<file path="config.mk">
export PLATFORM = sky130hd
export DESIGN_NAME = time_set_ctrl_flat
export DESIGN_NICKNAME = d
export VERILOG_FILES = /design/src/rtl/time_pkg.sv /design/src/rtl/time_set_ctrl_if.sv /design/src/rtl/time_field_step.sv /design/src/rtl/time_set_ctrl.sv /design/src/flat_wrapper.sv
export SDC_FILE = /design/constraint.sdc
export NUM_CORES = 1
export LEC_CHECK = 0
export CAP_MARGIN = 10
export CORE_UTILIZATION = 39
export CTS_CLUSTER_SIZE = 12
export DETAILED_ROUTE_END_ITERATION = 7
export PLACE_DENSITY = 0.68
export SYNTH_ARGS = -nofsm -noshare
export SYNTH_HDL_FRONTEND = slang
export SYNTH_SLANG_ARGS = --single-unit
</file>
<file path="constraint.sdc">
create_clock -name CLK -period 3.4 [get_ports CLK]
set_input_delay 0.34 -clock CLK [delete_from_list [all_inputs] [get_ports CLK]]
set_output_delay 0.34 -clock CLK [all_outputs]
set_load 0.05 [all_outputs]
</file>
<file path="src/rtl/time_pkg.sv">
// Shared definitions for the time-set controller: field codes, time-word
// bit positions, field limits and FSM state encoding.
package time_pkg;

  localparam int TIME_W  = 17;
  localparam int MER_BIT = 16;
  localparam int HOUR_HI = 15;
  localparam int HOUR_LO = 12;
  localparam int MIN_HI  = 11;
  localparam int MIN_LO  = 6;
  localparam int SEC_HI  = 5;
  localparam int SEC_LO  = 0;

  localparam logic [5:0] HOUR_MAX   = 6'd11;
  localparam logic [5:0] MINSEC_MAX = 6'd59;

  typedef enum logic [2:0] {
    FLD_NONE = 3'b000,
    FLD_HOUR = 3'b001,
    FLD_MIN  = 3'b010,
    FLD_SEC  = 3'b011,
    FLD_MER  = 3'b100
  } field_t;

  typedef enum logic [1:0] {
    ST_IDLE = 2'b00,
    ST_EDIT = 2'b01,
    ST_LOAD = 2'b10
  } state_t;

  // Field selection order used by NEXT: hour -> min -> sec -> meridian -> hour
  function automatic field_t nextField(field_t f);
    case (f)
      FLD_HOUR: return FLD_MIN;
      FLD_MIN:  return FLD_SEC;
      FLD_SEC:  return FLD_MER;
      default:  return FLD_HOUR;
    endcase
  endfunction

endpackage

</file>
<file path="src/rtl/time_set_ctrl_if.sv">
// Key/time bus between the time-set controller and its surroundings.
interface time_set_ctrl_if;
  import time_pkg::*;

  logic              TICK;
  logic [TIME_W-1:0] CUR_TIME;
  logic              START;
  logic              NEXT;
  logic              UP;
  logic              DOWN;
  logic              COMMIT;
  logic              CANCEL;
  logic [TIME_W-1:0] EDIT_TIME;
  logic [2:0]        FIELD;
  logic              BUSY;
  logic              LOAD;
  logic              BLINK;

  modport master (
    output TICK, CUR_TIME, START, NEXT, UP, DOWN, COMMIT, CANCEL,
    input  EDIT_TIME, FIELD, BUSY, LOAD, BLINK
  );

  modport slave (
    input  TICK, CUR_TIME, START, NEXT, UP, DOWN, COMMIT, CANCEL,
    output EDIT_TIME, FIELD, BUSY, LOAD, BLINK
  );

endinterface

</file>
<file path="src/rtl/time_field_step.sv">
// Steps one time field by +1/-1 with wrap; out-of-range values snap to 0 (up) or max (down).
module time_field_step (
  input  logic [5:0] i_value,
  input  logic [5:0] i_max,
  input  logic       i_up,
  output logic [5:0] o_value
);

  always_comb begin
    if (i_up) begin
      o_value = (i_value >= i_max) ? 6'd0 : i_value + 6'd1;
    end else begin
      o_value = (i_value == 6'd0 || i_value > i_max) ? i_max : i_value - 6'd1;
    end
  end

endmodule

</file>
<file path="src/rtl/time_set_ctrl.sv">
// Time-set controller: edits a shadow copy of the live time and strobes LOAD
// on commit or after an idle timeout.
module time_set_ctrl
  import time_pkg::*;
#(
  parameter int TIMEOUT_TICKS = 1000,
  parameter int BLINK_TICKS   = 500
) (
  input logic           CLK,
  input logic           RESETN,
  time_set_ctrl_if.slave bus
);

  localparam int IDLE_W  = $clog2(TIMEOUT_TICKS + 1);
  localparam int BLINK_W = $clog2(BLINK_TICKS + 1);

  state_t              r_state;
  logic [TIME_W-1:0]   r_editTime;
  field_t              r_field;
  logic [IDLE_W-1:0]   r_idleCnt;
  logic [BLINK_W-1:0]  r_blinkCnt;
  logic                r_blink;

  state_t              w_nextState;
  logic [TIME_W-1:0]   w_editNext;
  field_t              w_fieldNext;
  logic [IDLE_W-1:0]   w_idleNext;
  logic [BLINK_W-1:0]  w_blinkCntNext;
  logic                w_blinkNext;
  logic                w_keyAct;
  logic                w_timeout;
  logic                w_blinkWrap;
  logic [5:0]          w_stepIn;
  logic [5:0]          w_stepMax;
  logic [5:0]          w_stepOut;

  assign w_keyAct    = bus.NEXT | bus.UP | bus.DOWN;
  // A key press in the same cycle as the final tick restarts the timeout instead
  assign w_timeout   = bus.TICK && !w_keyAct && (r_idleCnt == IDLE_W'(TIMEOUT_TICKS - 1));
  assign w_blinkWrap = (r_blinkCnt == BLINK_W'(BLINK_TICKS - 1));

  always_comb begin
    w_stepIn  = '0;
    w_stepMax = MINSEC_MAX;
    case (r_field)
      FLD_HOUR: begin
        w_stepIn  = {2'b00, r_editTime[HOUR_HI:HOUR_LO]};
        w_stepMax = HOUR_MAX;
      end
      FLD_MIN: w_stepIn = r_editTime[MIN_HI:MIN_LO];
      FLD_SEC: w_stepIn = r_editTime[SEC_HI:SEC_LO];
      default: ;
    endcase
  end

  time_field_step u_step (
    .i_value (w_stepIn),
    .i_max   (w_stepMax),
    .i_up    (bus.UP),
    .o_value (w_stepOut)
  );

  always_comb begin
    w_nextState    = r_state;
    w_editNext     = r_editTime;
    w_fieldNext    = r_field;
    w_idleNext     = r_idleCnt;
    w_blinkCntNext = r_blinkCnt;
    w_blinkNext    = r_blink;
    case (r_state)
      ST_IDLE: begin
        if (bus.START) begin
          w_nextState    = ST_EDIT;
          w_editNext     = bus.CUR_TIME;
          w_fieldNext    = FLD_HOUR;
          w_idleNext     = '0;
          w_blinkCntNext = '0;
          w_blinkNext    = 1'b1;
        end
      end
      ST_EDIT: begin
        if (bus.CANCEL) begin
          w_nextState    = ST_IDLE;
          w_fieldNext    = FLD_NONE;
          w_idleNext     = '0;
          w_blinkCntNext = '0;
          w_blinkNext    = 1'b0;
        end else if (bus.COMMIT || w_timeout) begin
          w_nextState    = ST_LOAD;
          w_idleNext     = '0;
          w_blinkCntNext = '0;
          w_blinkNext    = 1'b0;
        end else if (w_keyAct) begin
          w_idleNext     = '0;
          w_blinkCntNext = '0;
          w_blinkNext    = 1'b1;
          if (bus.NEXT) begin
            w_fieldNext = nextField(r_field);
          end else if (bus.UP != bus.DOWN) begin
            case (r_field)
              FLD_HOUR: w_editNext[HOUR_HI:HOUR_LO] = w_stepOut[3:0];
              FLD_MIN:  w_editNext[MIN_HI:MIN_LO]   = w_stepOut;
              FLD_SEC:  w_editNext[SEC_HI:SEC_LO]   = w_stepOut;
              FLD_MER:  w_editNext[MER_BIT]         = ~r_editTime[MER_BIT];
              default:  ;
            endcase
          end
        end else if (bus.TICK) begin
          w_idleNext = r_idleCnt + IDLE_W'(1);
          if (w_blinkWrap) begin
            w_blinkCntNext = '0;
            w_blinkNext    = ~r_blink;
          end else begin
            w_blinkCntNext = r_blinkCnt + BLINK_W'(1);
          end
        end
      end
      ST_LOAD: begin
        w_nextState = ST_IDLE;
        w_fieldNext = FLD_NONE;
      end
      default: begin
        w_nextState = ST_IDLE;
        w_fieldNext = FLD_NONE;
      end
    endcase
  end

  always_ff @(posedge CLK) begin
    if (!RESETN) begin
      r_state    <= ST_IDLE;
      r_editTime <= '0;
      r_field    <= FLD_NONE;
      r_idleCnt  <= '0;
      r_blinkCnt <= '0;
      r_blink    <= 1'b0;
    end else begin
      r_state    <= w_nextState;
      r_editTime <= w_editNext;
      r_field    <= w_fieldNext;
      r_idleCnt  <= w_idleNext;
      r_blinkCnt <= w_blinkCntNext;
      r_blink    <= w_blinkNext;
    end
  end

  assign bus.EDIT_TIME = r_editTime;
  assign bus.FIELD     = r_field;
  assign bus.BUSY      = (r_state != ST_IDLE);
  assign bus.LOAD      = (r_state == ST_LOAD);
  assign bus.BLINK     = r_blink;

endmodule

</file>
<file path="src/flat_wrapper.sv">
// flat-port wrapper written by rule: the top's interface ports become plain ports
module time_set_ctrl_flat import time_pkg::*;
#(
  parameter int TIMEOUT_TICKS = 1000,
  parameter int BLINK_TICKS   = 500
)
  (CLK, RESETN, bus_TICK, bus_CUR_TIME, bus_START, bus_NEXT, bus_UP, bus_DOWN, bus_COMMIT, bus_CANCEL, bus_EDIT_TIME, bus_FIELD, bus_BUSY, bus_LOAD, bus_BLINK);
  time_set_ctrl_if bus_i ();
  input logic CLK;
  input logic RESETN;
  input wire logic [$bits(bus_i.TICK)-1:0] bus_TICK;
  input wire logic [$bits(bus_i.CUR_TIME)-1:0] bus_CUR_TIME;
  input wire logic [$bits(bus_i.START)-1:0] bus_START;
  input wire logic [$bits(bus_i.NEXT)-1:0] bus_NEXT;
  input wire logic [$bits(bus_i.UP)-1:0] bus_UP;
  input wire logic [$bits(bus_i.DOWN)-1:0] bus_DOWN;
  input wire logic [$bits(bus_i.COMMIT)-1:0] bus_COMMIT;
  input wire logic [$bits(bus_i.CANCEL)-1:0] bus_CANCEL;
  output wire logic [$bits(bus_i.EDIT_TIME)-1:0] bus_EDIT_TIME;
  output wire logic [$bits(bus_i.FIELD)-1:0] bus_FIELD;
  output wire logic [$bits(bus_i.BUSY)-1:0] bus_BUSY;
  output wire logic [$bits(bus_i.LOAD)-1:0] bus_LOAD;
  output wire logic [$bits(bus_i.BLINK)-1:0] bus_BLINK;
  assign bus_i.TICK = bus_TICK;
  assign bus_i.CUR_TIME = bus_CUR_TIME;
  assign bus_i.START = bus_START;
  assign bus_i.NEXT = bus_NEXT;
  assign bus_i.UP = bus_UP;
  assign bus_i.DOWN = bus_DOWN;
  assign bus_i.COMMIT = bus_COMMIT;
  assign bus_i.CANCEL = bus_CANCEL;
  assign bus_EDIT_TIME = bus_i.EDIT_TIME;
  assign bus_FIELD = bus_i.FIELD;
  assign bus_BUSY = bus_i.BUSY;
  assign bus_LOAD = bus_i.LOAD;
  assign bus_BLINK = bus_i.BLINK;
  time_set_ctrl #(.TIMEOUT_TICKS(TIMEOUT_TICKS), .BLINK_TICKS(BLINK_TICKS)) u_core (.CLK(CLK), .RESETN(RESETN), .bus(bus_i));
endmodule
</file>
# ---- After elaboration in Yosys (flattened, before gate mapping)
# Index checks and enable logic that the tools add are counted.
dict set report classes {
  addsub 4
  n_lt_le_gt_ge 2
  n_eq_ne 25
  n_mux 47
  bitwise 4
  n_reduce_logical 17
}
# operator n
set ops {}
lappend ops {{17-bit 2-to-1 mux} 6}
lappend ops {{9-bit 2-to-1 mux} 6}
lappend ops {{10-bit 2-to-1 mux} 5}
lappend ops {{6-bit 2-to-1 mux} 6}
lappend ops {{17-bit case mux with 2 select lines} 1}
lappend ops {{8-bit AND reduction} 4}
lappend ops {{10-bit case mux with 2 select lines} 1}
lappend ops {{6-bit case mux with 3 select lines} 1}
lappend ops {{9-bit case mux with 2 select lines} 1}
lappend ops {{2-bit != test, second input constant} 8}
lappend ops {{3-bit 2-to-1 mux} 5}
lappend ops {{10-bit by 1-bit adder with 10-bit output, second input constant} 1}
lappend ops {{10-bit == test, second input constant} 1}
lappend ops {{9-bit by 1-bit adder with 9-bit output, second input constant} 1}
lappend ops {{9-bit == test, second input constant} 1}
lappend ops {{3-bit case mux with 3 select lines} 1}
lappend ops {{4-bit AND reduction} 2}
lappend ops {{1-bit 2-to-1 mux} 7}
lappend ops {{6-bit by 1-bit adder with 6-bit output, second input constant} 1}
lappend ops {{3-bit by 2-bit == test with 1-bit output, second input constant} 2}
lappend ops {{6-bit greater-or-equal comparator} 1}
lappend ops {{6-bit > comparator} 1}
lappend ops {{6-bit zero test} 1}
lappend ops {{2-bit 2-to-1 mux} 3}
lappend ops {{24 further kinds} 32}
dict set report word_totals {
  ff_bits 42
  inputBits 26
  output_inout_bits 23
  elab_cells 108
}

# ---- Depth between registers and ports, before layout
dict set report logic_depth {
  depth_word 13
  depth_mapped 12
  mapped_depth_nobuf 10
}

# ---- By module
# A second synthesis with hierarchy kept.
dict set report hier_totals {
  cells_unflattened 366
  hier_area_um2 3131.8
}
# mod instances cells_each area_per_inst_um2 seq_area_each_um2
set by_module_without_submodules {}
lappend by_module_without_submodules {time_set_ctrl 1 301 2651.3 840.8}
lappend by_module_without_submodules {time_field_step 1 65 480.5 0.0}

# ---- Worst setup path before layout
# OpenSTA, ideal clock, no wires.
dict set report synth_timing {
  path_kind {register to register}
  from {register u_core.r_field[1] (netlist: u_core.bus.FIELD[1])}
  to {register u_core.r_editTime[2] (netlist: u_core.bus.EDIT_TIME[2])}
  setup_time_ps 119
  arrival_time_ps 2875
  t_required_ps 3281
  setup_slack_ps 406
  stages_incl_launch_ff 12
  n_path_buf 2
  period_less_slack_ps 2994
  cell_sequence {dfxtp_1 > buf_6 > buf_12 > mux2_1 > a22oi_2 > nor2_1 > ha_1 > and4_1 > o32ai_2 > a221o_1 > o31ai_4 > o221a_1}
}
dict set report synth_via {
  elab_chain_cells 13
  elab_cells_between_ends 23
  classes_between {add/sub: 2; order compare: 2; eq/ne: 4; mux: 12; reduce/logical: 3}
}
# element line
set synth_rtl {}
lappend synth_rtl {{from (decl)} time_set_ctrl.sv:19} ;# field_t r_field;
lappend synth_rtl {{from (signal assigned)} time_set_ctrl.sv:140} ;# r_field <= w_fieldNext;
lappend synth_rtl {{3-bit by 2-bit == test with 1-bit output, or another cell as far along} {time_set_ctrl.sv:45, time_set_ctrl.sv:100}}
lappend synth_rtl {{6-bit case mux with 3 select lines / 6-bit 2-to-1 mux (equally long branches)} time_set_ctrl.sv:45} ;# case (r_field)
lappend synth_rtl {{6-bit > comparator / 6-bit zero test (equally long branches)} time_field_step.sv:13} ;# o_value = (i_value == 6'd0 || i_value > i_max) ? i_max : i_value - 6'd1;
lappend synth_rtl {{1-bit logical OR} time_field_step.sv:13}
lappend synth_rtl {{6-bit 2-to-1 mux} time_field_step.sv:13}
lappend synth_rtl {{6-bit 2-to-1 mux} time_field_step.sv:10} ;# if (i_up) begin
lappend synth_rtl {{6-bit 2-to-1 mux} time_set_ctrl.sv:100} ;# case (r_field)
lappend synth_rtl {{17-bit 2-to-1 mux} time_set_ctrl.sv:99} ;# end else if (bus.UP != bus.DOWN) begin
lappend synth_rtl {{17-bit 2-to-1 mux} time_set_ctrl.sv:97} ;# if (bus.NEXT) begin
lappend synth_rtl {{17-bit 2-to-1 mux} time_set_ctrl.sv:93} ;# end else if (w_keyAct) begin
lappend synth_rtl {{17-bit 2-to-1 mux} time_set_ctrl.sv:88} ;# end else if (bus.COMMIT || w_timeout) begin
lappend synth_rtl {{17-bit 2-to-1 mux} time_set_ctrl.sv:82} ;# if (bus.CANCEL) begin
lappend synth_rtl {{17-bit case mux with 2 select lines} time_set_ctrl.sv:70} ;# case (r_state)
lappend synth_rtl {{to (signal assigned)} time_set_ctrl.sv:139} ;# r_editTime <= w_editNext;
lappend synth_rtl {{to (decl)} time_set_ctrl.sv:18} ;# logic [TIME_W-1:0] r_editTime;
# Several ways; a longest one is shown, not always the timed one. The select of a mux whose other input is x is not followed.
# A chain may end at the register's enable or synchronous reset.

# ---- Worst setup path after layout
dict set report layout_timing {
  from {register u_core.r_field[1] (netlist: u_core.bus.FIELD[1])}
  to {register u_core.r_editTime[8] (netlist: u_core.bus.EDIT_TIME[8])}
}
dict set report layout_via {
  elab_chain_cells 13
  elab_cells_between_ends 23
  classes_between {add/sub: 2; order compare: 2; eq/ne: 4; mux: 12; reduce/logical: 3}
}
# element line
set layout_rtl {}
lappend layout_rtl {{3-bit by 2-bit == test with 1-bit output, or another cell as far along} time_set_ctrl.sv:45}
lappend layout_rtl {{6-bit case mux with 3 select lines / 6-bit 2-to-1 mux (equally long branches)} time_set_ctrl.sv:45}
lappend layout_rtl {{6-bit > comparator / 6-bit zero test (equally long branches)} time_field_step.sv:13}
lappend layout_rtl {{1-bit logical OR} time_field_step.sv:13}
lappend layout_rtl {{6-bit 2-to-1 mux} time_field_step.sv:13}
lappend layout_rtl {{6-bit 2-to-1 mux} time_field_step.sv:10}
lappend layout_rtl {{6-bit 2-to-1 mux} time_set_ctrl.sv:100}
lappend layout_rtl {{17-bit 2-to-1 mux} time_set_ctrl.sv:99}
lappend layout_rtl {{17-bit 2-to-1 mux} time_set_ctrl.sv:97}
lappend layout_rtl {{17-bit 2-to-1 mux} time_set_ctrl.sv:93}
lappend layout_rtl {{17-bit 2-to-1 mux} time_set_ctrl.sv:88}
lappend layout_rtl {{17-bit 2-to-1 mux} time_set_ctrl.sv:82}
lappend layout_rtl {{17-bit case mux with 2 select lines} time_set_ctrl.sv:70}
# Several ways; a longest one is shown, not always the timed one. The select of a mux whose other input is x is not followed.

==> results.toml <==
[run_status]
outcome = "completed"

[floorplanning]
count_of_standard_cell_rows = 30
die-width_um = 85.6
core_area_um2 = 6760
top_level_pins = 49
fp.dieArea_um2 = 7330
die_height_um = 85.6
initial_utilization_pct = 40.3

[final_layout]
num_antenna_cells = 0
final_cell_area_um2 = 3380
post_route_cells_drive_above_1_share_pct = 8.90
area_growth_syn_to_layout_pct = 23.9
mostFrequentLayoutCell = "clkdlybuf4s50_1"
final_net_count = 412
leading_cell_types_in_the_layout_fill_and_taps_excluded = "48 x clkdlybuf4s50_1, 42 x dfxtp_1, 37 x nor2_1, 37 x nand2_1"

[logic_synthesis]
avg_cell_area_syn_um2 = 8.23
netlist.area_leader.share_pct = 30.9
synth_top_cell_by_area = "dfxtp_1"
edff_count_synth = 0
synth.yosys.seq_area_share_pct = 30.9
yosys_warnings = 0
ys_types = 66
yosys-top-cells-area = "dfxtp_1 31%, nand2_1 5.1%, nor2_1 5.1%, xor2_1 3.9%, xnor2_1 3.2%"
synth_seq_cells = 42
synth-async-reset-ratio_pct = 0
syn_inst = 331
total_nets_after_synthesis = 362
synth_top_flop_cell = "dfxtp_1"
cell_area_synth_um2 = 2730

[clock_tree]
cts.sinks = 42
cts_buffers = 5
cts-root-to-sink-buffers = 2
root_buffer = "clkbuf_8"
cts_hold_buf = 0
postCtsSetupRepairBufs = 0
post_cts_resize_count = 0
h-tree-depth = 2
tritoncts = "built"
worst_setup_hold_path_clk_slew_ps = 80
clock_latency_ps = 290

[worst_setup_path]
worstPathRequired_ps = 3640
worst_path_largest_cell_delay_ps = 490
critical_path.cell_chain = "buf_4 > nor2b_2 > a32oi_2 > inv_1 > ha_1 > nand2_1 > nor3_1 > o32ai_2 > a221o_1 > o31ai_4 > o221a_1"
slowest_stage = "a221o_1"
crit_arrival_ps = 3330
timing.critical_path.fanout_max = 14
critPathLaunchType = "register"
critical_path.endpoint_type = "register"
critical_path.reg2reg.startpoint = "u_core.bus.FIELD[1]"
crit_start = "u_core.bus.FIELD[1]"
critPathKind = "reg -> reg"

[pwr]
ir_worst_vdd_v = 0.000246
clock_power_share_pct = 26.7
leakage_nw = 1.26
pwr-share-seq_pct = 44.5
power.share.combinational_pct = 28.8
p_int_uw = 800
switching_share_pct = 34.8
net-switching-power_uw = 426
power_per_cell_area_nw_per_um2 = 363

[timing]
worst_pin_slew_ps = 990
timing.setup.tns_ps = 0
rsz_0062_raised_after_global_routing = "no"
tmin_final_ps = 3090
fin_crit_sh_pct = 91.0
setup_viol_count_final = 0
number_of_hold_violations_in_the_final_report = 0
timing_max_transition_violations_final = 0
fin_worst_skew_ps = 7.69
timing.fmax_ghz = 0.323
slew_headroom_pct = 34.0

[global_routing]
met3_usage_pct = 3.37
grt_overflow_total = 0
maximum_number_of_pins_on_one_net_before_global_route_repair = 23
grt.met2_usage_pct = 36.3
antenna_found_initial = 0
grt_pass1_wl_um = 12600
gr-usage-met1_pct = 28.0
grt_usage_pct = 21.6
layer_with_the_highest_usage = "met2"
grt_pass1_vias = 2551

[route]
drc = 0
via_total_after_detailed_routing = 2665
postRouteAntennaNets = 0
drt_first_iter_violations = 166
routed_wire_length_per_instance_um = 16.4
routed_wl_um = 7580
post_drt_via_cell_ratio = 5.77
drt_pass1_iterations = 4

[min_path]
timing.hold.worst.class = "reg -> reg"
holdCritStartpoint = "u_core.r_idleCnt[1]"

[place]
placement.cell_area_um2 = 3290
buffer_ports.inserted = 48
hpwlAfterDp_um = 5690
gpl.final_weighted_congestion = 0.930

[job]
maxCapViolations = 0
-- power by group through the flow --
| stage | clock, mW | sequential [mW] | combinational [mW] |
|---|---|---|---|
| floorplan | 0 | 0.621 | 0.160 |
| global placement | 0 | 0.559 | 0.351 |
| detailed placement | 0 | 0.558 | 0.351 |
| CTS | 0.336 | 0.547 | 0.353 |
| global route | 0.361 | 0.551 | 0.378 |
| finish | 0.327 | 0.546 | 0.353 |
-- synthesized netlist by cell type (2+ instances only) --
library cell  count
dfxtp_1          42
nand2_1          37
nor2_1           37
a21oi_1          14
inv_1            14
a31oi_1          13
xor2_1           12
nand3_1          11
clkbuf_1         10
nor3_1           10
o21ai_0          10
xnor2_1          10
and3_1            6
o211ai_1          6
o21ai_1           6
ha_1              5
nand2b_1          5
and2_1            4
nand4_1           4
nor2b_1           4
nor4_1            4
o21a_1            4
a41oi_1           3
and4_1            3
mux2i_1           3
o221a_1           3
o41ai_1           3
a2111oi_0         2
a221oi_1          2
a22oi_1           2
and3b_1           2
buf_2             2
buf_6             2
mux2_1            2
mux2_4            2
o21bai_1          2
-- final timing paths --
kind                                   to  slack [ps]  cells past startpoint
hold / removal        u_core.r_idleCnt[1]         500                      2
setup reg to reg  u_core.bus.EDIT_TIME[8]         310                     11
setup / recovery  u_core.bus.EDIT_TIME[8]         310                     11
hold reg to reg       u_core.r_idleCnt[1]         500                      2
-- registers in the layout, indices dropped and copies added, names as in the netlist --
register	cells
u_core.r_idleCnt	10
u_core.r_state	2
u_core.bus.EDIT_TIME	17
u_core.bus.FIELD	3
u_core.bus.BLINK	1
u_core.r_blinkCnt	9
-- critical path: cells and delay by family (launching register included) --
family / cells / cell delay [ps]
compound gates: 5 / 1380
fa+ha+maj: 1 / 280
buf+inv: 2 / 390
flops: 1 / 430
simple gates: 3 / 550
-- cell families after synthesis --
logic type,synth area share (%)
buffers and inverters,5.23
AOI/OAI and AO/OA,25.0
DFF,30.9
xor gates and xnor gates,7.07
muxes,3.86
and+or+nand+nor,25.7
adders and majority gates,2.30
-- layer usage --
| layer | routed length (um) | share of wire (%) | vias to the layer above |
|---|---|---|---|
| met5 | 0 | 0 | - |
| met4 | 127 | 1.7 | 0 |
| met3 | 352 | 4.6 | 17 |
| met2 | 3710 | 49 | 77 |
| met1 | 3390 | 45 | 1260 |
| li1 | - | - | 1311 |
-- area by class of cell --
type	instances	area [um^2]
Clock buffer	6	72.6
Fill cell	663	3380
Multi-Input combinational cell	260	1740
Clock inverter	2	13.8
Inverter	14	52.6
Timing Repair Buffer	58	556
Sequential cell	42	841
Tap cell	80	100
-- per-stage QoR --
step           hold slack, ps  std cells  setup slack (ps)  total power [mW]  util, %
3_5_place_dp              484        454               303             0.909     48.7
5_1_grt                   528        462              35.4              1.29     50.0
4_1_cts                   504        462               286              1.24     50.0
3_3_place_gp              478        454               417             0.910     48.7
6_report                  502        462               306              1.23     50.0
2_1_floorplan             419        331               406             0.781        -
No activity file was read; power rests on OpenSTA's default activity.
